`src/rtl/handshake_constant_match_if.sv`:
```
// handshake_constant_match_if: elastic valid/ready channel carrying WIDTH-bit tokens
interface handshake_constant_match_if #(parameter int WIDTH = 32);
  logic [WIDTH-1:0] data;
  logic valid;
  logic ready;
  modport master (output data, valid, input ready);
  modport slave (input data, valid, output ready);
endinterface

```
`src/rtl/handshake_constant_match.sv`:
```
// handshake_constant_match: compares tokens to a constant, emits 1-bit results via a 2-entry skid buffer
module handshake_constant_match #(
  parameter int DATA_WIDTH = 32,
  parameter logic [DATA_WIDTH-1:0] CONST_VALUE = 5,
  parameter int CNT_WIDTH = 16
) (
  input  logic clk,
  input  logic rst,
  handshake_constant_match_if.slave ins,
  handshake_constant_match_if.master outs,
  input  logic clear,
  output logic [CNT_WIDTH-1:0] match_count,
  output logic [CNT_WIDTH-1:0] mismatch_count
);
  typedef enum logic [1:0] {EMPTY, ONE, TWO} state_t;
  state_t state, state_nx;
  logic head, tail, head_nx, tail_nx;
  logic hit, accept, pop;
  logic [CNT_WIDTH-1:0] match_base, mismatch_base;
  assign hit = ins.data == CONST_VALUE;
  assign ins.ready = rst & (state != TWO);
  assign outs.valid = state != EMPTY;
  assign outs.data = head;
  assign accept = ins.valid & ins.ready;
  assign pop = outs.valid & outs.ready;
  always_comb begin
    state_nx = state;
    head_nx = head;
    tail_nx = tail;
    case (state)
      EMPTY: if (accept) begin
        state_nx = ONE;
        head_nx = hit;
      end
      ONE: begin
        state_nx = (accept & !pop) ? TWO : (pop & !accept) ? EMPTY : ONE;
        tail_nx = (accept & !pop) ? hit : tail;
        head_nx = (accept & pop) ? hit : head;
      end
      TWO: if (pop) begin
        state_nx = ONE;
        head_nx = tail;
      end
      default: state_nx = EMPTY;
    endcase
  end
  // clear zeroes the counters first so a same-cycle accept still lands
  assign match_base = clear ? '0 : match_count;
  assign mismatch_base = clear ? '0 : mismatch_count;
  always_ff @(posedge clk or negedge rst) begin
    if (!rst) begin
      state <= EMPTY;
      head <= 1'b0;
      tail <= 1'b0;
      match_count <= '0;
      mismatch_count <= '0;
    end else begin
      state <= state_nx;
      head <= head_nx;
      tail <= tail_nx;
      match_count <= match_base + CNT_WIDTH'(accept & hit & ~&match_base);
      mismatch_count <= mismatch_base + CNT_WIDTH'(accept & !hit & ~&mismatch_base);
    end
  end
endmodule

```
`src/flat_wrapper.sv`:
```
// flat-port wrapper written by rule: the top's interface ports become plain ports
module handshake_constant_match_flat 
#(
  parameter int DATA_WIDTH = 32,
  parameter logic [DATA_WIDTH-1:0] CONST_VALUE = 5,
  parameter int CNT_WIDTH = 16
)
  (clk, rst, clear, match_count, mismatch_count, ins_data, ins_valid, ins_ready, outs_data, outs_valid, outs_ready);
  handshake_constant_match_if #(.WIDTH(32)) ins_i ();
  handshake_constant_match_if #(.WIDTH(1)) outs_i ();
  input  logic clk;
  input  logic rst;
  input  logic clear;
  output logic [CNT_WIDTH-1:0] match_count;
  output logic [CNT_WIDTH-1:0] mismatch_count;
  input wire logic [$bits(ins_i.data)-1:0] ins_data;
  input wire logic [$bits(ins_i.valid)-1:0] ins_valid;
  output wire logic [$bits(ins_i.ready)-1:0] ins_ready;
  output wire logic [$bits(outs_i.data)-1:0] outs_data;
  output wire logic [$bits(outs_i.valid)-1:0] outs_valid;
  input wire logic [$bits(outs_i.ready)-1:0] outs_ready;
  assign ins_i.data = ins_data;
  assign ins_i.valid = ins_valid;
  assign ins_ready = ins_i.ready;
  assign outs_data = outs_i.data;
  assign outs_valid = outs_i.valid;
  assign outs_i.ready = outs_ready;
  handshake_constant_match #(.DATA_WIDTH(DATA_WIDTH), .CONST_VALUE(CONST_VALUE), .CNT_WIDTH(CNT_WIDTH)) u_core (.clk(clk), .rst(rst), .ins(ins_i), .outs(outs_i), .clear(clear), .match_count(match_count), .mismatch_count(mismatch_count));
endmodule
```
`config.mk`:
```
export PLATFORM = sky130hd
export DESIGN_NAME = handshake_constant_match_flat
export DESIGN_NICKNAME = d
export VERILOG_FILES = /design/src/rtl/handshake_constant_match_if.sv /design/src/rtl/handshake_constant_match.sv /design/src/flat_wrapper.sv
export SDC_FILE = /design/constraint.sdc
export NUM_CORES = 1
export LEC_CHECK = 0
export ABC_CLOCK_PERIOD_IN_PS = 4220
export BUFFER_PORTS_ARGS = -buffer_cell sky130_fd_sc_hd__buf_2
export CAP_MARGIN = 30
export CORE_MARGIN = 4
export CORE_UTILIZATION = 53
export CTS_CLUSTER_DIAMETER = 50
export DETAILED_ROUTE_END_ITERATION = 10
export GPL_TIMING_DRIVEN = 0
export PLACE_DENSITY = 0.85
export SLEW_MARGIN = 40
export SYNTH_ARGS = -nofsm -noshare
export SYNTH_HDL_FRONTEND = slang
export SYNTH_SLANG_ARGS = --single-unit
```
`constraint.sdc`:
```
create_clock -name clk -period 4.22 [get_ports clk]
set_clock_uncertainty 0.2 [all_clocks]
set_input_delay 0.844 -clock clk [delete_from_list [all_inputs] [get_ports clk]]
set_output_delay 0.844 -clock clk [all_outputs]
set_load 0.005 [all_outputs]
```
==> results of run 1 <==
## cell usage in the layout (no fill, tap or decap), types with 3 or more instances in the layout
| cell | synthesis | final |
|---|---|---|
| xnor2_1 | 10 | 10 |
| dfrtp_1 | 36 | 36 |
| o21ai_0 | 8 | 8 |
| o31ai_1 | 4 | 4 |
| clkbuf_1 | 2 | 4 |
| xor2_1 | 9 | 9 |
| nand2b_1 | 4 | 4 |
| nor2b_1 | 6 | 6 |
| nor3_1 | 4 | 4 |
| inv_1 | 4 | 4 |
| nand3_1 | 13 | 13 |
| clkbuf_8 | 2 | 8 |
| nand4_1 | 8 | 8 |
| nor4_1 | 10 | 10 |
| or3_1 | 3 | 3 |
| ha_1 | 7 | 7 |
| buf_2 | 0 | 70 |
| nor2_1 | 19 | 19 |
| a21oi_1 | 9 | 9 |
| nand2_1 | 15 | 15 |
| or4_1 | 3 | 3 |
## cells by family (layout without fill, tap and decap cells)
logic type / after synthesis / after routing / synth area share [%]
AOI/OAI and AO/OA: 23 / 23 / 6.79
xor gates and xnor gates: 19 / 19 / 8.43
adders and majority gates: 7 / 7 / 4.44
buffers and inverters: 9 / 88 / 2.92
DFF: 36 / 36 / 45.7
muxes: 3 / 3 / 1.65
and+or+nand+nor: 104 / 104 / 30.1
## per-layer routing
metal,GRT usage (%),vias up,part of all wire (%)
met5,0,-,0
met4,6.29,0,1.3
met3,4.07,8,4.6
met2,34.2,40,51
met1,25.7,849,43
li1,-,881,-
## worst min path at each step
stage                     start  depth (start not counted)           to  slack, ps
CTS                 u_core.tail                          2  u_core.tail        280
floorplan           u_core.tail                          2  u_core.tail        250
global placement    u_core.tail                          2  u_core.tail        260
global route        u_core.tail                          2  u_core.tail        300
finish              u_core.tail                          2  u_core.tail        280
detailed placement  u_core.tail                          2  u_core.tail        270
## flip-flops by register name, summed over array words and instances (netlist names)
register and flops:
u_core.match_count 16, u_core.mismatch_count 16, u_core.state 2, u_core.outs.data 1, u_core.tail 1
## through the flow
stage	setup slack, ps	cells	area, um2	hold slack, ps	total power [mW]
floorplan	1290	201	1970	248	0.418
global placement	554	318	2390	261	0.461
detailed placement	500	318	2390	266	0.464
CTS	787	326	2480	282	0.713
global route	826	326	2480	302	0.740
finish	1120	326	2480	280	0.705
## area by class of cell
class                   count  area [um2]  area share [%]
clock buffers               8        90.1            3.63
flip-flops and latches     36         901            36.3
plain buffers               5        42.5            1.72
well taps                  46        57.6            2.32
repair buffers             71         358            14.4
inverters                   4        15.0           0.606
multi-input cells         156        1010            40.9
## report_power, final
group	internal, mW	switching (mW)	total (mW)
logic	0.0454	0.0414	0.0869
clock network	0.133	0.116	0.249
registers	0.355	0.0135	0.368
## worst max-delay path, delay by kind of cell
family        cells  cell delay (ps)
simple gates      5             1140
fa+ha+maj         2              520
buf+inv           1              380
xor+xnor          1              160
==> flow_summary.json, run 1 <==
{
  "status": "complete, no violations",
  "syn-num-nets": 245,
  "yosysMostFrequentCell": "dfrtp_1",
  "hold_violations": 0,
  "synth_cell_type_count": 38,
  "synth_top_area_share_pct": 45.7,
  "arrival_ps": 3050,
  "slowest_stage": "buf_4",
  "die_y_um": 69.0,
  "htreeDepth": 2,
  "p_per_area_mw_per_mm2": 284,
  "end_kind": "flip-flop",
  "cts_inserted_buffers": 5,
  "r2r_end": "u_core.mismatch_count[12]",
  "cts_setup_buffers": 0,
  "synth.area.top_cells": "dfrtp_1, ha_1, xnor2_1",
  "r2r_slack_ps": 1280,
  "via_per_inst": 5.45,
  "crit_end": "u_core.mismatch_count[12]",
  "fillers": 290,
  "synthFlopType": "dfrtp_1",
  "drc": 0,
  "syn_to_final_growth_pct": 25.6,
  "cap_violations": 0,
  "cp_data_required_time_ps": 4180,
  "die_x_um": 69.0,
  "place_hpwl_um": 3560,
  "drtPass1Iterations": 4,
  "timing.rr.start": "u_core.mismatch_count[3]",
  "wl_per_cell_um": 14.1,
  "slew_headroom_pct": 69.3,
  "antenna_found_initial": 0,
  "grt_pass1_vias": 1690,
  "start_kind": "input pin",
  "synth_enable_flop_cells": 0,
  "max_freq_mhz": 323,
  "ant_nets": 0,
  "slew_violations": 0,
  "path_clk_slew_ps": 70,
  "ff2ff_path_depth": 11,
  "ctsResizeCount": 0,
  "tightest_slew_ps": 461,
  "tns_ps": 0,
  "vias": 1778,
  "grt_pass1_wl_um": 8000,
  "crit_type": "input pin to flip-flop",
  "syn_avg_cell_area_um2": 9.82,
  "synth_cells": 201,
  "clk_latency_ps": 280,
  "crit_top_cell": "ha_1",
  "finalSetupViolations": 0,
  "fin_nets": 323,
  "synth_common_cells": "dfrtp_1, nor2_1, nand2_1",
  "ys_seq_area_share_pct": 45.7,
  "postSynth.asyncResetShare_pct": 100,
  "ys_ff_latch": 36,
  "synth_area_leader_cell": "dfrtp_1",
  "io_pins": 72,
  "clk_root_buffer_cell": "clkbuf_8",
  "start_util_pct": 56.9,
  "leakage_nw": 1.20,
  "cts_hold_buffers": 0,
  "peakVddDrop_mv": 0.222,
  "drt-initial-drc-count": 117,
  "cts_num_sinks": 36,
  "cp_cell_sequence": "buf_4 > and3_1 > and3b_1 > ha_1 > ha_1 > nand3b_1 > nor4_1 > xnor2_1 > nor2_1",
  "antenna_cells": 0,
  "grt_max_degree": 40,
  "grt_util_all_layers_pct": 20.1,
  "grt_setup_unrepaired": "false",
  "coreArea_mm2": 0.00347,
  "design.die.area_mm2": 0.00476,
  "hold_path.class": "flip-flop to flip-flop",
  "clockBufferDepth": 2,
  "io_buffer_count": 71,
  "gp_congestion": 0.778,
  "cts_tree": "built",
  "cpPeakStageDelay_ps": 380,
  "core.rowCount": 21,
  "cp_max_fo": 39,
  "gr-total-overflow": 0,
  "final_core_util_pct": 71.5,
  "drive_gt1_share_pct": 31.1,
  "post-route-period-util_pct": 73.4,
  "crit_start": "rst",
  "layout_min_cycle_time_ps": 3100,
  "drt_wl_total_um": 4610,
  "yosys_warnings": 0,
  "netlist_area_mm2": 0.00197
}
Note: power is estimated with default switching activity, not from simulation.
==> run 2, diff against run 1 <==
Settings changed: ABC_AREA set to 1, ABC_CLOCK_PERIOD_IN_PS 4220 to 2600, CORE_UTILIZATION 53 to 47, PLACE_DENSITY 0.85 to 0.77.
Clock period 4.22 ns to 2.6 ns, I/O delays scaled along.
==> flow_summary.json, run 2 <==
{
  "min_from": "u_core.match_count[3]",
  "drtPass1Iterations": 5,
  "cp_max_fo": 10,
  "ys_ff_latch": 36,
  "slowest_stage": "nor2_1",
  "layout_min_cycle_time_ps": 2430,
  "cts_num_sinks": 36,
  "gr-total-overflow": 0,
  "p_clk_share_pct": 32.3,
  "tightest_slew_ps": 400,
  "ant_nets": 0,
  "cp_cell_sequence": "buf_2 > inv_4 > buf_8 > nand2_2 > inv_1 > nand2_2 > nor3_2 > nand2_1 > nor2_1 > nor2_1 > ha_1 > ha_1 > inv_1 > nor2_1 > nand3_1 > xor2_1",
  "power.switching_mw": 0.332,
  "yosys_warnings": 0,
  "cpPeakStageDelay_ps": 250,
  "drive_gt1_share_pct": 25.7,
  "synth_top_area_share_pct": 38.1,
  "start_util_pct": 49.4,
  "p_per_area_mw_per_mm2": 403,
  "final_cell_mix": "nand2_1, buf_2, inv_1",
  "crit_type": "input pin to flip-flop",
  "whs_ps": 292,
  "crit_family": "simple AND/OR/NAND/NOR gates",
  "synth_cell_type_count": 27,
  "fin_ws_ps": 167,
  "reg_top3": "u_core.match_count: 16 flops, u_core.mismatch_count: 16 flops, u_core.state: 2 flops",
  "crit_buf_inv": 5,
  "synth_area_leader_cell": "dfrtp_1",
  "coreArea_mm2": 0.00479,
  "synth_enable_flop_cells": 0,
  "syn_avg_cell_area_um2": 7.03,
  "slew_headroom_pct": 73.2,
  "leakage_nw": 1.61,
  "hold_path.class": "flip-flop to flip-flop",
  "antenna_cells": 0,
  "ff2ff_path_depth": 12,
  "synth.area.top_cells": "dfrtp_1, nand2_1, inv_1",
  "core.rowCount": 25,
  "cts_tree": "built",
  "finalSetupViolations": 0,
  "hold_violations": 0,
  "vias": 2244,
  "ys_seq_area_share_pct": 38.1,
  "io_buffer_count": 71,
  "crit_start": "clear",
  "wl_per_cell_um": 11.3,
  "cp_data_required_time_ps": 2580,
  "combPwrFrac_pct": 16.9,
  "timing.rr.start": "u_core.state[0]",
  "clockBufferDepth": 2,
  "yosysMostFrequentCell": "nand2_1",
  "cts_setup_buffers": 0,
  "drc": 0,
  "antenna_found_initial": 0,
  "max_freq_mhz": 411,
  "via_per_inst": 4.64,
  "io_pins": 72,
  "crit_top_cell": "nor2_1",
  "syn_to_final_growth_pct": 24.0,
  "post-route-period-util_pct": 93.6,
  "slew_violations": 0,
  "synthFlopType": "dfrtp_1",
  "netlist_area_mm2": 0.00236,
  "peakVddDrop_mv": 0.227,
  "drt-initial-drc-count": 62,
  "fin_total_pwr_mw": 1.18,
  "grt_setup_unrepaired": "true",
  "die_y_um": 78.9,
  "whs_path_depth": 1,
  "synth_cells": 336,
  "design.die.area_mm2": 0.00623,
  "place_hpwl_um": 4260,
  "grt_util_all_layers_pct": 18.9,
  "die_x_um": 78.9,
  "place_area_mm2": 0.00281,
  "path_clk_slew_ps": 70,
  "drt_wl_total_um": 5460,
  "end_kind": "flip-flop",
  "start_kind": "input pin",
  "grt_pass1_wl_um": 9280,
  "preCtsSetupSlack_ps": -249,
  "fin_area_mm2": 0.00293,
  "gp_congestion": 0.837,
  "path_depth": 16,
  "fin_nets": 461,
  "grt_max_degree": 29,
  "arrival_ps": 2410,
  "syn-num-nets": 380,
  "status": "complete, no violations",
  "cts_inserted_buffers": 5,
  "synth_common_cells": "nand2_1, inv_1, nor2_1",
  "mostFrequentLayoutCell": "nand2_1",
  "p_int_mw": 0.848,
  "switching_share_pct": 28.1,
  "cap_violations": 0,
  "grt_pass1_vias": 2115,
  "clk_latency_ps": 290,
  "clk_root_buffer_cell": "clkbuf_8",
  "postSynth.asyncResetShare_pct": 100,
  "power_frac_seq_pct": 50.8,
  "htreeDepth": 2
}
[run 2: logic make-up (layout without fill, tap and decap cells)]
family                     after synthesis  in the layout  synth area share (%)
DFF                                     36             36                  38.1
buffers and inverters                   73            154                  12.5
AOI/OAI and AO/OA                        4              4                 0.847
and+or+nand+nor                        198            198                  38.1
xor gates and xnor gates                18             18                  6.67
adders and majority gates                7              7                  3.71
[run 2: layout make-up]
type | count | area [um2]
plain buffers | 3 | 33.8
clock buffers | 6 | 72.6
clock inverters | 1 | 5.00
fillers | 460 | 1860
inverters | 70 | 265
multi-input cells | 227 | 1170
flip-flops and latches | 36 | 901
well taps | 67 | 83.8
repair buffers | 74 | 398
[run 2: per-layer routing]
layer / share of wire (%) / wire [um] / global-route usage (%)
met1: 45 / 2470 / 22.8
met2: 47 / 2560 / 33.1
met3: 6.5 / 357 / 4.65
met4: 1.4 / 77 / 6.01
met5: 0 / 0 / 0
[run 2: power groups by stage]
stage,Clock [mW],Sequential (mW),Combinational [mW]
6_report,0.382,0.599,0.199
3_3_place_gp,0,0.609,0.187
5_1_grt,0.419,0.603,0.230
3_5_place_dp,0,0.609,0.195
4_1_cts,0.393,0.599,0.202
2_1_floorplan,0,0.608,0.109
[run 2: per-stage QoR]
step / std cells / util (%) / TNS, ps
after global routing: 484 / 61.2 / -30.0
after CTS: 484 / 61.1 / 0
after global placement: 474 / 58.6 / -7930
after floorplan: 336 / - / 0
final: 484 / 61.2 / 0
after detailed placement: 474 / 58.6 / -1820
[run 2: worst register-to-register path: stages, from the launching register on]
cell,delay (ps)
dfrtp_1,400
inv_1,70
nand2_1,110
nand3_1,100
inv_1,130
nand3_1,110
nor2_1,110
ha_1,240
ha_1,200
inv_1,40
nor2_1,250
nand3_1,140
xor2_1,160
[run 2: worst paths after layout]
| check | endpoint | slack (ps) |
|---|---|---|
| worst max-delay path | u_core.match_count[12] | 170 |
| worst min-delay path | u_core.match_count[3] | 290 |
| worst max register to register | u_core.match_count[12] | 230 |
| worst min register to register | u_core.match_count[3] | 290 |
| max in group asynchronous | u_core.match_count[13] | 1410 |
| min in group asynchronous | u_core.match_count[11] | 510 |
[run 2: what timing repair did]
item,4_1_cts,5_1_grt
hold endpoints to repair,8,0
setup endpoints to repair,0,4
hold buffers,3,0
resized for setup,0,3
